[src/rtl/gray_seq_ctrl_if.sv]
// Stream/control bundle for gray_seq_ctrl; the sequencer attaches through the slave modport.
// The optional loop input exists only when GRAY_SEQ_LOOP_EN is defined.
interface gray_seq_ctrl_if #(
    parameter int W = 4
);
    logic         start;
    logic         abort;
    logic         dir;
    logic [W-1:0] first;
    logic [W-1:0] last;
`ifdef GRAY_SEQ_LOOP_EN
    logic         loop;
`endif
    logic         out_ready;
    logic         out_valid;
    logic [W-1:0] out_bin;
    logic [W-1:0] out_gray;
    logic         out_last;
    logic         busy;
    logic         done;

    modport master (
        output start, abort, dir, first, last,
`ifdef GRAY_SEQ_LOOP_EN
        loop,
`endif
        out_ready,
        input  out_valid, out_bin, out_gray, out_last, busy, done
    );

    modport slave (
        input  start, abort, dir, first, last,
`ifdef GRAY_SEQ_LOOP_EN
        loop,
`endif
        out_ready,
        output out_valid, out_bin, out_gray, out_last, busy, done
    );
endinterface

[src/rtl/gray_seq_ctrl.sv]
// Steps a binary index from first to last (up/down, modulo 2^W) and streams index + Gray code.
// Optional feature macro: GRAY_SEQ_LOOP_EN (adds a latched loop input that restarts at first).
module gray_seq_ctrl #(
    parameter int W = 4
) (
    input  logic            clk,
    input  logic            rst,
    gray_seq_ctrl_if.slave  bus
);
    typedef enum logic [1:0] {
        IDLE = 2'd0,
        EMIT = 2'd1,
        DONE = 2'd2
    } state_t;

    localparam logic [W-1:0] ONE = W'(1);

    function automatic logic [W-1:0] to_gray(input logic [W-1:0] b);
        return b ^ (b >> 1);
    endfunction

    state_t       state_q;
    logic [W-1:0] idx_q;
    logic [W-1:0] gray_q;
    logic         valid_q;
    logic         busy_q;
    logic         done_q;
    logic         last_flag_q;

    logic [W-1:0] first_q;
    logic [W-1:0] last_q;
    logic         dir_q;
    logic         loop_q;

    logic [W-1:0] idx_d;
    logic [W-1:0] lim_d;
    logic         load_d;
    logic         hs_d;
    logic         at_last_d;

    assign load_d = (state_q == IDLE) && bus.start && !bus.abort;

    // Sequence parameters are captured once per start and held for the whole run.
    always_ff @(posedge clk) begin
        if (load_d) begin
            first_q <= bus.first;
            last_q  <= bus.last;
            dir_q   <= bus.dir;
`ifdef GRAY_SEQ_LOOP_EN
            loop_q  <= bus.loop;
`else
            loop_q  <= 1'b0;
`endif
        end
    end

    always_comb begin
        hs_d      = valid_q && bus.out_ready;
        at_last_d = (idx_q == last_q);
        idx_d     = idx_q;
        lim_d     = last_q;
        if (load_d) begin
            idx_d = bus.first;
            lim_d = bus.last;
        end else if (state_q == EMIT && hs_d && !bus.abort) begin
            if (!at_last_d) begin
                idx_d = dir_q ? (idx_q - ONE) : (idx_q + ONE);
            end else if (loop_q) begin
                idx_d = first_q;
            end
        end
    end

    always_ff @(posedge clk or posedge rst) begin
        if (rst) begin
            state_q     <= IDLE;
            idx_q       <= '0;
            gray_q      <= '0;
            valid_q     <= 1'b0;
            busy_q      <= 1'b0;
            done_q      <= 1'b0;
            last_flag_q <= 1'b0;
        end else begin
            idx_q  <= idx_d;
            gray_q <= to_gray(idx_d);
            // Abort outranks everything, including a handshake in the same cycle.
            if (bus.abort) begin
                state_q     <= IDLE;
                valid_q     <= 1'b0;
                busy_q      <= 1'b0;
                done_q      <= 1'b0;
                last_flag_q <= 1'b0;
            end else begin
                case (state_q)
                    IDLE: begin
                        done_q <= 1'b0;
                        if (bus.start) begin
                            state_q     <= EMIT;
                            valid_q     <= 1'b1;
                            busy_q      <= 1'b1;
                            last_flag_q <= (idx_d == lim_d);
                        end
                    end
                    EMIT: begin
                        if (hs_d) begin
                            if (at_last_d && !loop_q) begin
                                state_q     <= DONE;
                                valid_q     <= 1'b0;
                                done_q      <= 1'b1;
                                last_flag_q <= 1'b0;
                            end else begin
                                last_flag_q <= (idx_d == lim_d);
                            end
                        end
                    end
                    DONE: begin
                        state_q <= IDLE;
                        done_q  <= 1'b0;
                        busy_q  <= 1'b0;
                    end
                    default: begin
                        state_q     <= IDLE;
                        valid_q     <= 1'b0;
                        busy_q      <= 1'b0;
                        done_q      <= 1'b0;
                        last_flag_q <= 1'b0;
                    end
                endcase
            end
        end
    end

    assign bus.out_valid = valid_q;
    assign bus.out_bin   = idx_q;
    assign bus.out_gray  = gray_q;
    assign bus.out_last  = last_flag_q;
    assign bus.busy      = busy_q;
    assign bus.done      = done_q;
endmodule

[src/flat_wrapper.sv]
// flat-port wrapper written by rule: the top's interface ports become plain ports
module gray_seq_ctrl_flat 
#(
    parameter int W = 4
)
  (clk, rst, bus_start, bus_abort, bus_dir, bus_first, bus_last, bus_out_ready, bus_out_valid, bus_out_bin, bus_out_gray, bus_out_last, bus_busy, bus_done);
  gray_seq_ctrl_if #(.W(W)) bus_i ();
  input  logic clk;
  input  logic rst;
  input wire logic [$bits(bus_i.start)-1:0] bus_start;
  input wire logic [$bits(bus_i.abort)-1:0] bus_abort;
  input wire logic [$bits(bus_i.dir)-1:0] bus_dir;
  input wire logic [$bits(bus_i.first)-1:0] bus_first;
  input wire logic [$bits(bus_i.last)-1:0] bus_last;
  input wire logic [$bits(bus_i.out_ready)-1:0] bus_out_ready;
  output wire logic [$bits(bus_i.out_valid)-1:0] bus_out_valid;
  output wire logic [$bits(bus_i.out_bin)-1:0] bus_out_bin;
  output wire logic [$bits(bus_i.out_gray)-1:0] bus_out_gray;
  output wire logic [$bits(bus_i.out_last)-1:0] bus_out_last;
  output wire logic [$bits(bus_i.busy)-1:0] bus_busy;
  output wire logic [$bits(bus_i.done)-1:0] bus_done;
  assign bus_i.start = bus_start;
  assign bus_i.abort = bus_abort;
  assign bus_i.dir = bus_dir;
  assign bus_i.first = bus_first;
  assign bus_i.last = bus_last;
  assign bus_i.out_ready = bus_out_ready;
  assign bus_out_valid = bus_i.out_valid;
  assign bus_out_bin = bus_i.out_bin;
  assign bus_out_gray = bus_i.out_gray;
  assign bus_out_last = bus_i.out_last;
  assign bus_busy = bus_i.busy;
  assign bus_done = bus_i.done;
  gray_seq_ctrl #(.W(W)) u_core (.clk(clk), .rst(rst), .bus(bus_i));
endmodule
[config.mk]
export PLATFORM = sky130hd
export DESIGN_NAME = gray_seq_ctrl_flat
export DESIGN_NICKNAME = d
export VERILOG_FILES = /design/src/rtl/gray_seq_ctrl_if.sv /design/src/rtl/gray_seq_ctrl.sv /design/src/flat_wrapper.sv
export SDC_FILE = /design/constraint.sdc
export NUM_CORES = 1
export LEC_CHECK = 0
export BUFFER_PORTS_ARGS = -buffer_cell sky130_fd_sc_hd__buf_2
export CORE_MARGIN = 2
export CORE_UTILIZATION = 55
export CTS_CLUSTER_DIAMETER = 200
export CTS_CLUSTER_SIZE = 25
export DETAILED_ROUTE_END_ITERATION = 6
export PLACE_DENSITY = 0.82
export SETUP_SLACK_MARGIN = 0.1
export SLEW_MARGIN = 20
export SYNTH_ARGS = -nofsm -noshare
export SYNTH_HDL_FRONTEND = slang
export SYNTH_SLANG_ARGS = --single-unit
[constraint.sdc]
create_clock -name clk -period 4.1 [get_ports clk]
set_clock_uncertainty 0.2 [all_clocks]
set_input_delay 0.41 -clock clk [delete_from_list [all_inputs] [get_ports clk]]
set_output_delay 0.41 -clock clk [all_outputs]
set_load 0.01 [all_outputs]
==> out/results.txt <==
Final nets: 157
Min-Delay Path Class: in2reg
CP max stage delay: 490 ps
area delta synth->final: 16.7%
final hold vios: 0
worst r2r dst: u_core.bus.out_last
Final Total Pwr: 0.000539 W
worst setup margin: 1610 ps
Post-synth ARST share: 72.2%
Yosys top cell by area: dfrtp_1
Worst VDD drop: 0.295 mV
HP Start: bus_dir
synth unique cells: 35
die height: 47.6 um
Synth top area share: 31.1%
Psw: 0.000201 W
Sw Share: 37.4%
fmax: 402 MHz
dpl hpwl: 1.77 mm
CTS tree: yes
drt pass-1 iters: 5
clk_lat worst skew: 290 ps
first-pass GRT wire length: 3.66 mm
PD cells: 441 nW/um^2
Rows: 15
detailed-route via count: 917
fin crit period: 2490 ps
Critical Path End Type: flop
Vias/cell: 5.59
Avg Cell Area, Syn: 9.35 um^2
core area: 1760 um^2
Clk pin slew, worst setup/hold paths: 110 ps
clock root cell: clkbuf_4
DRC errors left: 0
clock share of power: 17.0%
CTS buffer count: 3
syn_nets: 129
Hold Path End: u_core.dir_q
#FFs+latches synth: 18
Reg-to-Reg Start: u_core.bus.out_bin[0]
hold depth: 1
Pleak: 0.567 nW
Slew Viols, Final: 0
Req. time, crit path: 4110 ps
gr usage total: 23.1%
reg-to-reg slack, setup: 1610 ps
Post-synth EDFFs: 1
post-synthesis cell area: 1050 um^2
startpoint types: flop
Final Cycle Share: 60.6%
Synth Flop Type: dfrtp_1
part of the power in combinational logic: 37.6%
total grt overflow: 0
setup slack at placement: 1650 ps
Clock Sinks: 18
post-synthesis sequential area ratio: 41.6%
share of layout cells above drive strength 1: 24.5%
initial DRC count: 27
initial antenna violation count: 0
CP Cell Sequence: xor2_1 -> nor4_4 -> nor2_4 -> a221o_4 -> xnor2_1 -> nand4_1 -> a21oi_1
Antenna diodes: 0
post-DR wirelength/cell: 13.9 um
Setup CP Type: reg2reg
Synth area leaders: dfrtp_1 (31%), dfxtp_1 (7.6%), nand2_1 (6.8%), xor2_1 (6.7%), xnor2_1 (5.9%)
RSZ-0062 raised after global routing: no
Routed WL: 2.28 mm
internal power: 0.000337 W
count leader, synth: nand2_1
Starting Density: 59.4%
Die X: 47.6 um
pin count of the biggest net entering global routing: 14
Final Setup Violations: 0
Slew headroom: 69.0%
status: completed
synth cell count leaders: nand2_1 (19), dfrtp_1 (13), nor2_1 (10)
Flop pwr share: 45.4%
total negative slack: 0 ps
Post-CTS Setup Inserts: 0
# IOs: 26
synth warn: 0
Clock Path Buffers: 2
gpl congestion: 0.938
H-tree Lvls: 1
Slowest-stage cell, CP: nor4_4
PortBufs: 25
post-synthesis instance total: 112
Routed Antenna Nets: 0
crit path DAT: 2500 ps
Die ar.: 2270 um^2
vias in the first global route: 845
crit path max fanout: 10
Max-Cap Viols: 0
Reg2Reg Depth: 7
Worst-Margin Slew: 465 ps
cell families (layout without fill, tap and decap cells):
kind of cell	Yosys count	count (layout)	synth area share [%]
mux	2	2	2.15
fa+ha+maj	3	3	4.30
buf+inv	8	35	3.47
xor+xnor	15	15	12.5
flops	18	18	41.6
simple gates	42	42	20.1
compound gates	24	24	15.9
final cells by class:
cell class | instances | area [um^2]
well taps | 25 | 31.3
repair buffers | 26 | 135
clock buffers | 4 | 26.3
fillers | 167 | 542
flip-flops and latches | 18 | 435
inverters | 5 | 18.8
multi-input cells | 86 | 576
flip-flops by register name (all words and copies together), names as in the netlist:
signal and flops:
u_core.state_q 2, u_core.bus.busy 1, u_core.bus.out_gray 4, u_core.bus.out_valid 1, u_core.bus.out_bin 3, u_core.last_q 4, u_core.bus.out_last 1, u_core.bus.done 1
u_core.dir_q 1
how the worst max path moves through the flow:
| stage | startpoint | end | slack, ps | cells past startpoint |
|---|---|---|---|---|
| 2_1_floorplan | u_core.bus.out_bin[0] | u_core.bus.out_last | 1850 | 7 |
| 3_3_place_gp | u_core.bus.out_bin[1] | u_core.bus.out_gray[2] | 1720 | 8 |
| 3_5_place_dp | bus_abort | u_core.bus.out_last | 1650 | 8 |
| 4_1_cts | u_core.bus.out_bin[0] | u_core.bus.out_last | 1640 | 7 |
| 5_1_grt | u_core.dir_q | u_core.bus.out_gray[2] | 1460 | 8 |
| 6_report | u_core.bus.out_bin[0] | u_core.bus.out_last | 1610 | 7 |
layer usage:
layer,track usage (%),part of all wire (%)
met5,0,0
met1,30.7,45
met2,39.5,48
met3,3.40,6.4
met4,6.49,0.53
critical path: cells and delay by family (launching register included):
family	cells	cell delay (ps)
DFF	1	480
and+or+nand+nor	3	740
xor gates and xnor gates	2	390
AOI/OAI and AO/OA	2	580
per-stage QoR:
step	cell area, um^2	hold slack, ps	std cells	utilization, %
6_report	1220	90.7	164	69.3
5_1_grt	1220	88.5	164	69.3
4_1_cts	1220	86.0	164	69.3
3_5_place_dp	1190	248	159	67.2
3_3_place_gp	1190	249	159	67.2
2_1_floorplan	1050	87.0	112	-
placed cells by master (no fill, tap or decap), drive strengths merged, types with 2 or more instances in the layout:
| master | synthesis | final |
|---|---|---|
| xor2 | 8 | 8 |
| nand2 | 19 | 19 |
| clkbuf | 0 | 4 |
| nor3 | 3 | 3 |
| inv | 5 | 5 |
| dfrtp | 13 | 13 |
| buf | 3 | 25 |
| a211oi | 2 | 2 |
| a21oi | 7 | 7 |
| mux2 | 2 | 2 |
| ha | 2 | 2 |
| nor2 | 11 | 11 |
| nor2b | 2 | 2 |
| o21ai | 6 | 6 |
| nand4 | 2 | 2 |
| dfxtp | 4 | 4 |
| xnor2 | 7 | 7 |
what timing repair did:
item	in CTS	in global routing
endpoints found under the setup margin	0	0
hold buffers	1	0
hold endpoints to repair	13	0
gates resized for setup	0	0
power by group through the flow:
stage	clock network [W]	registers, W	logic (W)
global placement	0	0.000246	0.000196
finish	0.0000914	0.000245	0.000203
CTS	0.0000932	0.000244	0.000203
global route	0.0000982	0.000249	0.000225
detailed placement	0	0.000248	0.000201
floorplan	0	0.000252	0.000134
(Power assumes the default switching activity.)
